File: config.mk
export PLATFORM = sky130hd
export DESIGN_NAME = vecmac_acc_drain
export DESIGN_NICKNAME = d
export VERILOG_FILES = /design/src/rtl/vecmac_pkg.sv /design/src/rtl/vecmac_res_fifo.sv /design/src/rtl/vecmac_acc_drain.sv
export SDC_FILE = /design/constraint.sdc
export NUM_CORES = 1
export LEC_CHECK = 0
export CAP_MARGIN = 30
export CORE_MARGIN = 10
export CORE_UTILIZATION = 35
export CTS_CLUSTER_DIAMETER = 50
export DETAILED_ROUTE_END_ITERATION = 10
export SYNTH_ARGS = -nofsm -noshare
export SYNTH_HDL_FRONTEND = slang
export SYNTH_SLANG_ARGS = --single-unit
File: constraint.sdc
create_clock -name clk -period 6.1 [get_ports clk]
set_input_delay 0.61 -clock clk [delete_from_list [all_inputs] [get_ports clk]]
set_output_delay 0.61 -clock clk [all_outputs]
set_load 0.03 [all_outputs]
File: src/rtl/vecmac_pkg.sv
// Shared constants and FSM encoding for the vecmac result path.
// PSUM_W and MAX_PSUM describe the mul4x8x8 output stream.
package vecmac_pkg;

  localparam int PSUM_W   = 18;
  localparam int MAX_PSUM = 260100;

  typedef enum logic {
    ST_IDLE = 1'b0,
    ST_RUN  = 1'b1
  } state_t;

endpackage

File: src/rtl/vecmac_res_fifo.sv
// Synchronous result FIFO: push/pop, full/empty flags, head output.
// Ports: clk, rst_n, push, din, pop, full, empty, head.
module vecmac_res_fifo #(
  parameter int W     = 32,
  parameter int DEPTH = 4
) (
  input  logic         clk,
  input  logic         rst_n,
  input  logic         push,
  input  logic [W-1:0] din,
  input  logic         pop,
  output logic         full,
  output logic         empty,
  output logic [W-1:0] head
);

  localparam int AW = $clog2(DEPTH);
  localparam logic [AW:0] FULL_CNT = (AW+1)'(DEPTH);

  logic [W-1:0]  mem [DEPTH];
  logic [AW-1:0] rd;
  logic [AW-1:0] wr;
  logic [AW:0]   count;
  logic          pop_ok;
  logic          push_ok;

  assign full    = (count == FULL_CNT);
  assign empty   = (count == '0);
  assign head    = mem[rd];
  assign pop_ok  = pop && !empty;
  // a push into a full FIFO is accepted only when a pop frees the slot
  assign push_ok = push && (!full || pop_ok);

  always_ff @(posedge clk) begin
    if (!rst_n) begin
      rd    <= '0;
      wr    <= '0;
      count <= '0;
      for (int i = 0; i < DEPTH; i++)
        mem[i] <= '0;
    end else begin
      if (push_ok) begin
        mem[wr] <= din;
        wr      <= wr + 1'b1;
      end
      if (pop_ok)
        rd <= rd + 1'b1;
      if (push_ok && !pop_ok)
        count <= count + 1'b1;
      else if (!push_ok && pop_ok)
        count <= count - 1'b1;
    end
  end

endmodule

File: src/rtl/vecmac_acc_drain.sv
// Accumulates cfg_len partial sums per result and queues results.
// Ports: clk, rst_n, cfg_len/start/stop, in_valid/in_psum,
//   out_valid/out_ready/out_acc, busy, res_ovf, unexp_beat,
//   cfg_err, sat. Optional macro: VECMAC_ACC_SAT_EN.
module vecmac_acc_drain
  import vecmac_pkg::*;
#(
  parameter int PSUM_W    = vecmac_pkg::PSUM_W,
  parameter int ACC_W     = 32,
  parameter int LEN_W     = 16,
  parameter int RES_DEPTH = 4
) (
  input  logic              clk,
  input  logic              rst_n,
  input  logic [LEN_W-1:0]  cfg_len,
  input  logic              cfg_start,
  input  logic              cfg_stop,
  input  logic              in_valid,
  input  logic [PSUM_W-1:0] in_psum,
  output logic              out_valid,
  input  logic              out_ready,
  output logic [ACC_W-1:0]  out_acc,
  output logic              busy,
  output logic              res_ovf,
  output logic              unexp_beat,
  output logic              cfg_err,
  output logic              sat
);

  state_t            state;
  logic [LEN_W-1:0]  len_q;
  logic [LEN_W-1:0]  cnt;
  logic [ACC_W-1:0]  acc;
  logic [ACC_W-1:0]  acc_nx;
  logic              stop_pend;
  logic              add_ovf;
  logic              beat;
  logic              last;
  logic              push;
  logic              pop;
  logic              full;
  logic              empty;

`ifdef VECMAC_ACC_SAT_EN
  logic [ACC_W:0] sum;
  logic           sat_q;

  // clamp at all-ones; later beats carry again, so it sticks
  always_comb begin
    sum     = {1'b0, acc} + (ACC_W+1)'(in_psum);
    add_ovf = sum[ACC_W];
    acc_nx  = add_ovf ? '1 : sum[ACC_W-1:0];
  end

  always_ff @(posedge clk) begin
    if (!rst_n)
      sat_q <= 1'b0;
    else if (beat && add_ovf)
      sat_q <= 1'b1;
  end

  assign sat = sat_q;
`else
  always_comb begin
    add_ovf = 1'b0;
    acc_nx  = acc + ACC_W'(in_psum);
  end

  assign sat = add_ovf;
`endif

  assign beat = (state == ST_RUN) && in_valid;
  assign last = (cnt == len_q - 1'b1);
  assign push = beat && last;
  assign pop  = out_valid && out_ready;
  assign busy = (state == ST_RUN);
  assign out_valid = !empty;

  always_ff @(posedge clk) begin
    if (!rst_n) begin
      state      <= ST_IDLE;
      len_q      <= '0;
      cnt        <= '0;
      acc        <= '0;
      stop_pend  <= 1'b0;
      res_ovf    <= 1'b0;
      unexp_beat <= 1'b0;
      cfg_err    <= 1'b0;
    end else begin
      if (push && full && !pop)
        res_ovf <= 1'b1;
      unique case (state)
        ST_IDLE: begin
          if (in_valid)
            unexp_beat <= 1'b1;
          if (cfg_start) begin
            if (cfg_len == '0) begin
              cfg_err <= 1'b1;
            end else begin
              state     <= ST_RUN;
              len_q     <= cfg_len;
              cnt       <= '0;
              acc       <= '0;
              stop_pend <= 1'b0;
            end
          end
        end
        ST_RUN: begin
          if (in_valid) begin
            if (last) begin
              acc <= '0;
              cnt <= '0;
              if (stop_pend || cfg_stop) begin
                state     <= ST_IDLE;
                stop_pend <= 1'b0;
              end
            end else begin
              acc <= acc_nx;
              cnt <= cnt + 1'b1;
              if (cfg_stop)
                stop_pend <= 1'b1;
            end
          end else if (cfg_stop && cnt == '0) begin
            // nothing in flight: leave immediately
            state     <= ST_IDLE;
            stop_pend <= 1'b0;
          end else if (cfg_stop) begin
            stop_pend <= 1'b1;
          end
        end
        default: state <= ST_IDLE;
      endcase
    end
  end

  vecmac_res_fifo #(
    .W     (ACC_W),
    .DEPTH (RES_DEPTH)
  ) u_fifo (
    .clk   (clk),
    .rst_n (rst_n),
    .push  (push),
    .din   (acc_nx),
    .pop   (pop),
    .full  (full),
    .empty (empty),
    .head  (out_acc)
  );

endmodule

# After elaboration in Yosys (flattened, before gate mapping)
# Memory sizes are Yosys's and may differ from the RTL's. A register that Yosys moved wholly into a read port is not among the register bits.
# Cells that the tools add are included.
[totals] register_bits=76 mem_bits_rw=128 input_bits=40 output_inout_bits=38 mem_count=1
[classes] n_addsub=7 n_eq_ne=6 n_mux=36 n_bitwise=2 n_reduce_logical=27
[mem_list] name="u_fifo.mem" depth=4 width=32 read_ports=1 rd_clocked_by_memory_dff=1 wr=4 line_no="vecmac_res_fifo.sv:20" rtl="logic [W-1:0] mem [DEPTH];"
[ops] operator="32-bit two-way mux" n=5
[ops] operator="16-bit two-way mux" n=4
[ops] operator="32-bit one-hot mux with 2 select lines" n=1
[ops] operator="32-bit by 18-bit adder with 32-bit output" n=1
[ops] operator="16-bit logical NOT" n=2
[ops] operator="16-bit one-hot mux with 2 select lines" n=1
[ops] operator="32-bit OR reduction" n=1
[ops] operator="1-bit two-way mux" n=18
[ops] operator="16-bit by 1-bit adder with 16-bit output (second input constant)" n=1
[ops] operator="16-bit == test" n=1
[ops] operator="16-bit by 1-bit subtractor with 16-bit output (second input constant)" n=1
[ops] operator="3-bit AND reduction" n=4
[ops] operator="1-bit logical AND" n=10
[ops] operator="2-bit two-way mux" n=3
[ops] operator="3-bit two-way mux" n=2
[ops] operator="2-bit inequality test (second input constant)" n=3
[ops] operator="1-bit logical NOT" n=5
[ops] operator="2-bit by 1-bit adder with 2-bit output (second input constant)" n=2
[ops] operator="4-bit by 3-bit inequality test with 1-bit output (second input constant)" n=1
[ops] operator="1-bit one-hot mux with 2 select lines" n=2
[ops] operator="3-bit by 1-bit adder with 3-bit output (second input constant)" n=1
[ops] operator="3-bit == test (second input constant)" n=1
[ops] operator="3-bit logical NOT" n=1
[ops] operator="3-bit by 1-bit subtractor with 3-bit output (second input constant)" n=1
[ops] operator="other kinds (4)" n=6

# Logic depth before layout (Yosys ltp)
[logic_depth] ltp_word=11 depth_mapped=17 ltp_nobuf=15

# By module
# A second synthesis with hierarchy kept.
[hier_totals] cells_unflattened=890 area_unflattened_um2=10558.9
[by_module_without_submodules] mod="vecmac_res_fifo" n_inst=1 cells_each=358 area_per_inst_um2=6004.5
[by_module_without_submodules] mod="vecmac_acc_drain" n_inst=1 cells_each=532 area_per_inst_um2=4554.4

# Worst setup path before layout
# OpenSTA, ideal clock, no wires.
[synth_path] kind="register to register" from="register len_q[0]" to="memory u_fifo.mem[3][0] (enable)" setup_time_ps=466 t_arrival_ps=4548 t_required_ps=5634 setup_slack_ps=1087 path_stages_with_launch=12 path_buffers=2 period_less_slack_ps=5013 path_cell_list="dfxtp_1 -> inv_1 -> ha_1 -> buf_2 -> xnor2_1 -> and2_1 -> o31ai_1 -> nand4_1 -> a2111oi_4 -> clkbuf_1 -> nand4_1 -> o21ai_0"
[synth_rtl] item="from (decl)" line_no="vecmac_acc_drain.sv:31" rtl="logic [LEN_W-1:0] len_q;"
[synth_rtl] item="from (signal assigned)" line_no="vecmac_acc_drain.sv:101" rtl="len_q <= cfg_len;"
[synth_rtl] item="to (decl)" line_no="vecmac_res_fifo.sv:20"

==> key figures <==
Status
  • Outcome: complete, no violations

Timing
  • Max Freq: 229 MHz
  • Slew @ Worst Pin: 928 ps
  • Total negative slack: 0 ps
  • Final period utilization: 71.6%
  • Fin. Hold Viols: 0
  • Endpoints failing setup: 0
  • RSZ-0062 raised after global routing: false
  • Layout Skew: 16.0 ps
  • Final WS setup: 1730 ps
  • Max transition margin: 38.1%
  • Final-report max-slew violation count: 0
  • Tmin final: 4370 ps

Synth
  • Unique masters post-synth: 66
  • Sequential area share after synthesis: 54.2%
  • Post-synth EDFFs: 128
  • Mapped Avg Cell Area: 11.2 um^2
  • Mapped Area: 9970 um^2
  • Top-area cell type share of the netlist area: 38.5%
  • Yosys top cell by area: edfxtp_1
  • Synth Register Bits: 206
  • Cell with the most instances after synthesis: nor2_1
  • Mapped Cells: 894
  • Synthesized net count: 958
  • Top area cells in the synthesized netlist: edfxtp_1 (39%), dfxtp_1 (16%), mux4_2 (7.2%)
  • Ys flop type: edfxtp_1
  • Commonest cells post-synth: nor2_1 (156), edfxtp_1 (128), dfxtp_1 (78)
  • Warnings from Yosys: 0
  • Async SR Flop Fraction: 0%

Route
  • Drt via density: 5.03
  • Average wire per standard cell: 17.4 um
  • Pre-Repair DR Iteration Count: 5
  • WL final: 23,700 um
  • DRC Markers: 0
  • DRT iter0 DRCs: 450
  • Number of routed nets with antenna violations: 0
  • DR vias: 6,850

Clocking
  • Reg clk slew, reported paths: 50 ps
  • CTS root buf: clkbuf_16
  • CTS max path bufs: 3
  • Setup bufs post-CTS: 0
  • Clk sinks: 206
  • Clk Latency, worst-skew pair: 540 ps
  • H-tree depth: 1
  • Hold-fix buffers, CTS: 0
  • CTS Buf Count: 25
  • CTS tree: done
  • CTS resizes: 0

Global routing
  • Total Routing Usage GR: 13.3%
  • Antenna violations before repair: 0
  • Number of global-route vias before repair: 6,986
  • Largest net degree at the start of global routing: 34
  • Global-route wire length before repair: 38,400 um
  • Total gr overflow: 0

Setup path
  • CP max FO: 32
  • CP endpoint kind: flip-flop
  • Crit path kind: reg2reg
  • WP data required: 6270 ps
  • CP Launch Type: flip-flop
  • Arrival time worst endpoint: 4540 ps
  • Worst r2r path cells: 11
  • Reg2reg setup slack: 1730 ps
  • R2R Path End: u_fifo.mem[2][1]
  • Reg-to-reg startpoint: len_q[2]

Pwr
  • VDD IR-drop max: 167 uV
  • Pwr Total: 3760 uW
  • Leak Pwr: 0.00422 uW
  • PD cells: 315 nW/um^2

Die
  • Die ar.: 35,600 um^2
  • Die width: 189 um
  • Core ar.: 27,900 um^2
  • Site Rows: 61
  • # IOs: 78
  • Die H: 189 um
  • Initial core utilization: 35.7%

Placed design
  • Pre-CTS setup slack: 1710 ps
  • RePlAce Congestion: 0.824
  • DP HPWL: 15,900 um
  • Placement Cell Area: 11,100 um^2
  • IO Port Bufs: 76

Finish
  • Layout cells sized above 1: 11.4%
  • # nets final: 1,028
  • Ant. Diodes: 0
  • Layout Cell Area excl Fill: 11,900 um^2
  • Fin util: 42.7%
  • Synthesis-to-layout area growth: 19.7%

Job
  • Max Cap Viol: 0

Hold path
  • Hold path cells: 2
  • Worst Hold Class: reg2reg
  • Endpoint, Worst Hold: acc[11]
  • Hold Startpoint: acc[11]
[worst max path at each step]
stage	slack, ps	cells past startpoint	to	from
floorplan	1090	11	u_fifo.mem[3][0]	len_q[0]
global placement	1780	13	u_fifo.mem[2][4]	len_q[0]
detailed placement	1710	11	u_fifo.mem[2][8]	len_q[2]
CTS	1710	11	u_fifo.mem[2][0]	len_q[2]
global route	1410	11	u_fifo.mem[2][30]	len_q[2]
finish	1730	11	u_fifo.mem[2][1]	len_q[2]
[routing by layer]
layer	wire, um	GRT usage, %	part of all wire (%)
met1	11000	18.2	46
met2	10900	21.2	46
met3	1320	2.34	5.6
met4	439	3.66	1.9
met5	0	0	0
[worst max-delay path, cell delays in order (launching register included)]
cell       delay, ps
dfxtp_1          380
nor4_4           570
nand3_1          190
a21boi_0         220
o21ai_1          120
a2111oi_4        360
buf_4            260
nand4_2          380
buf_4            390
or2_1            510
nand2_1          160
buf_4            430
[stage by stage]
step	instances	hold slack, ps
floorplan	894	429
global placement	1314	440
detailed placement	1315	451
CTS	1361	465
global route	1361	493
finish	1361	461
[final cells by class]
type | instances | area, um^2
Clock buffer | 36 | 707
Fill cell | 2677 | 16000
Sequential cell | 206 | 5410
Clock inverter | 10 | 96.3
Inverter | 33 | 124
Tap cell | 378 | 473
Timing Repair Buffer | 89 | 878
Multi-Input combinational cell | 609 | 4250
[kinds of logic after synthesis]
group | share of synthesized area, %
adder cells (fa/ha/maj) | 3.16
AO/OA/AOI/OAI | 7.45
XOR/XNOR | 5.97
other | 0.0376
multiplexers | 8.93
flip-flops | 54.2
AND/OR/NAND/NOR | 16.9
buffers and inverters | 3.31
[state kept, by name (all words and copies together) (netlist names), 2 cells and up, named ones only]
signal        cells
u_fifo.count      3
acc              32
u_fifo.wr         2
len_q            16
cnt              16
u_fifo.rd         2
u_fifo.mem      128
[power breakdown]
group,internal [uW],leakage [uW],switching [uW]
combinational,331,0.00190,420
clock,853,0.000390,576
sequential,1540,0.00193,38.9
[placed cells by master (no fill, tap or decap), types with 11 or more instances in the layout]
master,synthesis,layout
edfxtp_1,128,128
clkdlybuf4s50_1,0,76
a21oi_1,31,31
clkbuf_16,0,25
o21ai_0,42,41
ha_1,22,22
nand4_1,16,16
nor3_1,18,17
or3_1,11,11
xnor2_1,41,41
inv_1,33,33
xor2_1,27,27
a31oi_1,15,15
nand2_1,51,51
nand3_1,18,18
mux2i_1,17,17
or2_2,11,11
mux4_2,32,32
nor2_1,156,156
buf_4,1,12
dfxtp_1,78,77
Note: power is estimated with default switching activity, not from simulation.
==> patch 1, RTL diff (config.mk and constraints unchanged) <==
Add a define of `VECMAC_ACC_SAT_EN`.
--- a/src/rtl/vecmac_acc_drain.sv
+++ b/src/rtl/vecmac_acc_drain.sv
@@ -2,6 +2,8 @@
 // Ports: clk, rst_n, cfg_len/start/stop, in_valid/in_psum,
 //   out_valid/out_ready/out_acc, busy, res_ovf, unexp_beat,
 //   cfg_err, sat. Optional macro: VECMAC_ACC_SAT_EN.
+`define VECMAC_ACC_SAT_EN
+
 module vecmac_acc_drain
   import vecmac_pkg::*;
 #(
Formal check against the unedited RTL: same outputs for any inputs over 4 cycles, from zero or initial values and one cycle with rst_n low; that may be too few to reach the edited logic, so the function may still have changed.
==> patch 1 against the original RTL <==
  * Clock power is 15% higher
  * Routed wire length rose by 8.5%
  * Clock skew grew 0.012 ns
  * Cell area rose by 4.9%
  * Non-clock buffer count rose by 7
  * Combinational power fell by 2%
  * Total power is 5.3% higher
  * Setup slack worse by 0.066 ns
  * Sequential share of layout area decreased by 2.0 points
  * Synthesized cell count rose by 8.2%
  * Area after synthesis increased by 4.7%
  * Sequential cell count rose by 1
  * Critical endpoint is now u_fifo.mem[1][24]$_SDFFCE_PN0P_
==> patch 1: results (changes against the original RTL) <==
[run_status]
outcome = completed

[global_routing]
grt_first_pass_wirelength_um = 41040  ; +6.8%
grt_pass1_vias = 7498  ; +7.3%
grtUsageTotal = 0.1382  ; +0.005334
antenna_found_initial = 0  ; unchanged
grt_start_max_net_pins = 37  ; +8.8%

[detailed_routing]
vias_per_cell = 5.197  ; +3.3%
wl_met2_um = 12370  ; +13%
met1_length_um = 11530  ; +4.8%
wl_um = 25680  ; +8.5%
wl_met3_um = 1270  ; -3.7%
drtIter0Drc = 470  ; +4.4%
dr.pass1.iters = 5  ; unchanged

[timing]
skew_ns = 0.02845  ; +0.01247 ns
slew_headroom = 0.3432  ; -0.03769
finalMaxSlewViolations = 0  ; unchanged

[synth]
yosysSeqAreaShare = 0.5195  ; -0.02257
synthesis.nets = 1031  ; +7.6%
async_flop_share = 0  ; unchanged
ys_warn_count = 0  ; unchanged
ys_types = 71  ; +7.6%
yosys.area.top_type = edfxtp_1
synth_area_leaders = edfxtp_1 37%, dfxtp_1 15%, mux4_2 6.9%
syn_avg_cell_area_um2 = 10.80  ; -3.2%
synth_edf_count = 128  ; unchanged
synthTopCellsByCount = 151 x nor2_1, 128 x edfxtp_1, 79 x dfxtp_1

[final_layout]
drive_above_1_share = 0.1442  ; +0.03028
top_regs = u_fifo.mem: 128 flops, acc: 32 flops
diodes = 0  ; unchanged
stdcell_count = 1437  ; +5.6%
multi_input_area_um2 = 4681  ; +10%
nNetsFinal = 1090  ; +6.0%
n_fill_cell = 2791  ; +4.3%

[placement]
place_worst_setup_slack_ns = 1.715  ; +0.001840 ns
place_congestion = 0.8845  ; +7.4%
hpwl_um = 17010  ; +6.9%
placed_area_um2 = 11580  ; +4.1%
io_buffers = 77  ; +1.3%

[clock_network]
postCtsSetupBuffers = 0  ; unchanged
cts_resized = 0  ; unchanged
cts_root_buf = clkbuf_16
cts_made_buffers = 27  ; +8.0%
clockBufferDepth = 3  ; unchanged
h-tree-depth = 1  ; unchanged
path_clk_slew_ns = 0.06
insertion_delay_ns = 0.54  ; about the same

[worst_setup_path]
worst_path_max_delay_cell = or2_2
reg2regPathDepth = 12  ; +1
slowest_delay_ns = 0.59  ; +0.02 ns
arrival_ns = 4.62  ; +0.08 ns
crit_fanout = 24  ; -25%
worst_path_dominant_cell_family = simple AND/OR/NAND/NOR gates

[power]
p_int_mw = 2.863  ; +5.2%
leakage_nw = 4.353  ; +3.1%
vdd_drop_max_mv = 0.2371  ; +42%

[min_path]
hold_path_depth = 2  ; unchanged
hold_path.class = reg2reg

==> patch 1: cell count changes in the layout (fill, tap and decap cells not counted), sizes merged, moves of 9 or more <==
cell and change:
o21a +10, or2 -9, inv -14, nor2 +15
nor2b +23, nand2 +20
==> patch 1: tightest hold or removal path: cells and delay by family (launching register included) <==
family	cells	cell delay, ns
DFF	1	0.33
AOI/OAI and AO/OA	1	0.05
and+or+nand+nor	1	0.05
==> patch 1: area by class of cell <==
cell class	count	area share
clock buffers	32	0.05784
clock inverters	18	0.01728
multi-input cells	679	0.3737
flip-flops and latches	207	0.4332
repair buffers	96	0.07452
inverters	15	0.004495
well taps	390	0.03896
==> patch 1: kinds of logic (layout without fill, tap and decap cells) <==
| family | Yosys count | count (layout) | synth area share |
|---|---|---|---|
| and+or+nand+nor | 395 | 395 | 0.1855 |
| DFF | 207 | 207 | 0.5195 |
| AOI/OAI and AO/OA | 152 | 152 | 0.09382 |
| buffers and inverters | 81 | 161 | 0.03582 |
| xor gates and xnor gates | 57 | 57 | 0.04781 |
| muxes | 51 | 51 | 0.08735 |
| adders and majority gates | 24 | 24 | 0.03019 |
==> patch 1: routing by layer <==
metal  global-route usage  up-vias
li1                     -     3615
met1               0.1797     3651
met2               0.2346      163
met3              0.02385       39
met4              0.03190        0
met5                    0        -
==> patch 1: power by group through the flow <==
stage          sequential (mW)  combinational (mW)  clock [mW]
5_1_grt                   1.59               0.794        1.73
2_1_floorplan             1.60               0.499           0
3_5_place_dp              1.61               0.744           0
4_1_cts                   1.58               0.748        1.67
6_report                  1.58               0.733        1.64
3_3_place_gp              1.61               0.740           0
==> patch 1: worst paths after layout <==
check	from	to	slack, ns
max	len_q[0]$_SDFFE_PN0P_	u_fifo.mem[1][24]$_SDFFCE_PN0P_	1.67
min	acc[0]$_SDFFE_PN0P_	acc[0]$_SDFFE_PN0P_	0.46
max reg2reg	len_q[0]$_SDFFE_PN0P_	u_fifo.mem[1][24]$_SDFFCE_PN0P_	1.67
min reg2reg	acc[0]$_SDFFE_PN0P_	acc[0]$_SDFFE_PN0P_	0.46
==> patch 1: per-stage QoR <==
stage | hold slack, ns | total power [mW]
global placement | 0.4384 | 2.352
floorplan | 0.4291 | 2.100
global route | 0.4845 | 4.115
finish | 0.4613 | 3.956
CTS | 0.4619 | 3.999
detailed placement | 0.4480 | 2.358
==> patch 2, RTL diff (same settings) <==
Made on the original files. Register the output `res_ovf` once more, with the module's reset; this adds one clock of latency there. The other outputs are not delayed to match.
--- a/src/rtl/vecmac_acc_drain.sv
+++ b/src/rtl/vecmac_acc_drain.sv
@@ -26,6 +26,8 @@
   output logic              cfg_err,
   output logic              sat
 );
+
+  logic res_ovf_s0;
 
   state_t            state;
   logic [LEN_W-1:0]  len_q;
@@ -83,12 +85,12 @@
       cnt        <= '0;
       acc        <= '0;
       stop_pend  <= 1'b0;
-      res_ovf    <= 1'b0;
+      res_ovf_s0 <= 1'b0;
       unexp_beat <= 1'b0;
       cfg_err    <= 1'b0;
     end else begin
       if (push && full && !pop)
-        res_ovf <= 1'b1;
+        res_ovf_s0 <= 1'b1;
       unique case (state)
         ST_IDLE: begin
           if (in_valid)
@@ -147,5 +149,13 @@
     .head  (out_acc)
   );
 
+  always_ff @(posedge clk) begin
+    if (!rst_n) begin
+      res_ovf <= '0;
+    end else begin
+      res_ovf <= res_ovf_s0;
+    end
+  end
+
 endmodule
 
Behaviour: not the same (a bounded check fails within 10 cycles, from zero or initial values and one cycle with rst_n low).
==> patch 2 against the original RTL <==
  * Sequential cell count grew 1
  * Area after synthesis grew 0.35%
  * Setup slack lost 0.021 ns
  * Critical path depth grew 2
  * Routed wire length grew 3.5%
  * Total power grew 5.6%
  * Synthesized cell count shrank 0.78%
  * Maximum frequency shrank 0.48%
  * Cell area grew 1.4%
==> patch 2: results (changes against the original RTL) <==
[power]
vdd_drop_max_mv = 0.1521  ; -9.0%
leakage_nw = 4.280  ; +1.4%

[detailed_routing]
wl_um = 24480  ; +3.5%
avgRoutedWirePerCell_um = 17.96  ; +3.3%
vias_per_cell = 5.153  ; +2.4%
drtIter0Drc = 464  ; +3.1%
dr.pass1.iters = 5  ; unchanged

[synth]
ys_types = 70  ; +6.1%
synthesis.nets = 951  ; -0.73%
synthTopCellsByCount = 140 x nor2_1, 128 x edfxtp_1, 79 x dfxtp_1
synth_edf_count = 128  ; unchanged
yosysSeqAreaShare = 0.5422  ; about the same
syn_avg_cell_area_um2 = 11.28  ; +1.1%
synth_adder_area_share = 0.03151  ; -0.0001107
ys_warn_count = 0  ; unchanged
synth_area_leaders = edfxtp_1 38%, dfxtp_1 16%, mux4_2 7.2%
synth_compound_area_frac = 0.09429  ; +0.01975
synth_xor_area_frac = 0.04902  ; -0.01071
muxShareOfSynthArea = 0.09216  ; +0.002813

[timing]
skew_ns = 0.02007  ; +0.004091 ns
worstMarginPinSlew_ns = 0.8175  ; -0.1102 ns

[clock_network]
clockBufferDepth = 3  ; unchanged
cts_made_buffers = 27  ; +8.0%
h-tree-depth = 1  ; unchanged

[global_routing]
grt_start_max_net_pins = 52  ; +53%
antenna_found_initial = 0  ; unchanged
grtUsageTotal = 0.1349  ; +0.001998
grt_pass1_vias = 6959  ; -0.39%
grt_first_pass_wirelength_um = 39480  ; +2.7%

[worst_setup_path]
arrival_ns = 4.85  ; +0.31 ns
crit_fanout = 12  ; -63%

[placement]
placed_cells = 1313  ; -0.15%
hpwl_um = 15930  ; +0.14%
place_congestion = 0.7936  ; -3.6%
io_buffers = 76  ; unchanged

[final_layout]
nNetsFinal = 1028  ; unchanged
diodes = 0  ; unchanged
top_regs = u_fifo.mem: 128 flops, acc: 32 flops
drive_above_1_share = 0.1157  ; +0.001799

[run_status]
outcome = completed

[patch 2: per-stage QoR]
| stage | setup slack (ns) | total power [mW] | instance area [um^2] | hold slack (ns) |
|---|---|---|---|---|
| after floorplan | 0.8025 | 2.173 | 10010 | 0.4291 |
| after global placement | 1.902 | 2.461 | 11170 | 0.4398 |
| after detailed placement | 1.759 | 2.471 | 11220 | 0.4529 |
| after CTS | 1.708 | 4.011 | 12100 | 0.4667 |
| after global routing | 1.368 | 4.133 | 12100 | 0.4970 |
| final | 1.711 | 3.966 | 12100 | 0.4611 |
[patch 2: kinds of logic (layout without fill, tap and decap cells)]
logic type,count (synthesis),in the layout
DFF,207,207
xor gates and xnor gates,56,56
AOI/OAI and AO/OA,145,145
adders and majority gates,24,24
other,1,1
muxes,52,52
and+or+nand+nor,340,340
buffers and inverters,62,160
[patch 2: critical path, stage by stage, from the launching register on]
cell	delay (ns)
dfxtp_1	0.36
or4_4	0.59
or4_1	0.51
o32ai_2	0.28
nor3_2	0.13
nor4_4	0.73
nand3_1	0.31
inv_1	0.12
ha_1	0.20
inv_1	0.07
fa_1	0.38
xor2_1	0.16
or3_1	0.31
a21oi_1	0.15
[patch 2: power by group]
group	internal [mW]	leakage (nW)	total [mW]	switching, mW
registers	1.55	1.93	1.59	0.0374
clock network	0.899	0.426	1.54	0.639
logic	0.369	1.93	0.843	0.474
[patch 2: cell type report]
class / instances / area [um^2]
Sequential cell: 207 / 5426
Clock inverter: 18 / 166.4
Fill cell: 2638 / 15910
Clock buffer: 32 / 714.4
Inverter: 19 / 71.32
Timing Repair Buffer: 91 / 903.4
Tap cell: 378 / 473.0
Multi-Input combinational cell: 618 / 4349
[patch 2: layer usage]
metal  vias to the layer above  track usage  wire length, um
met2                       175       0.2124            11020
met4                         0      0.03327              495
met3                        41      0.02756             1277
met5                         -            0                0
met1                      3369       0.1857            11690
li1                       3439            -                -
[patch 2: path summary, 6_finish.rpt]
path                         start                            to  slack [ns]  depth (start not counted)
max          len_q[3]$_SDFFE_PN0P_  u_fifo.count[2]$_SDFFE_PN0P_        1.71                         13
min            acc[0]$_SDFFE_PN0P_           acc[0]$_SDFFE_PN0P_        0.46                          2
max reg2reg  len_q[3]$_SDFFE_PN0P_  u_fifo.count[2]$_SDFFE_PN0P_        1.71                         13
min reg2reg    acc[0]$_SDFFE_PN0P_           acc[0]$_SDFFE_PN0P_        0.46                          2
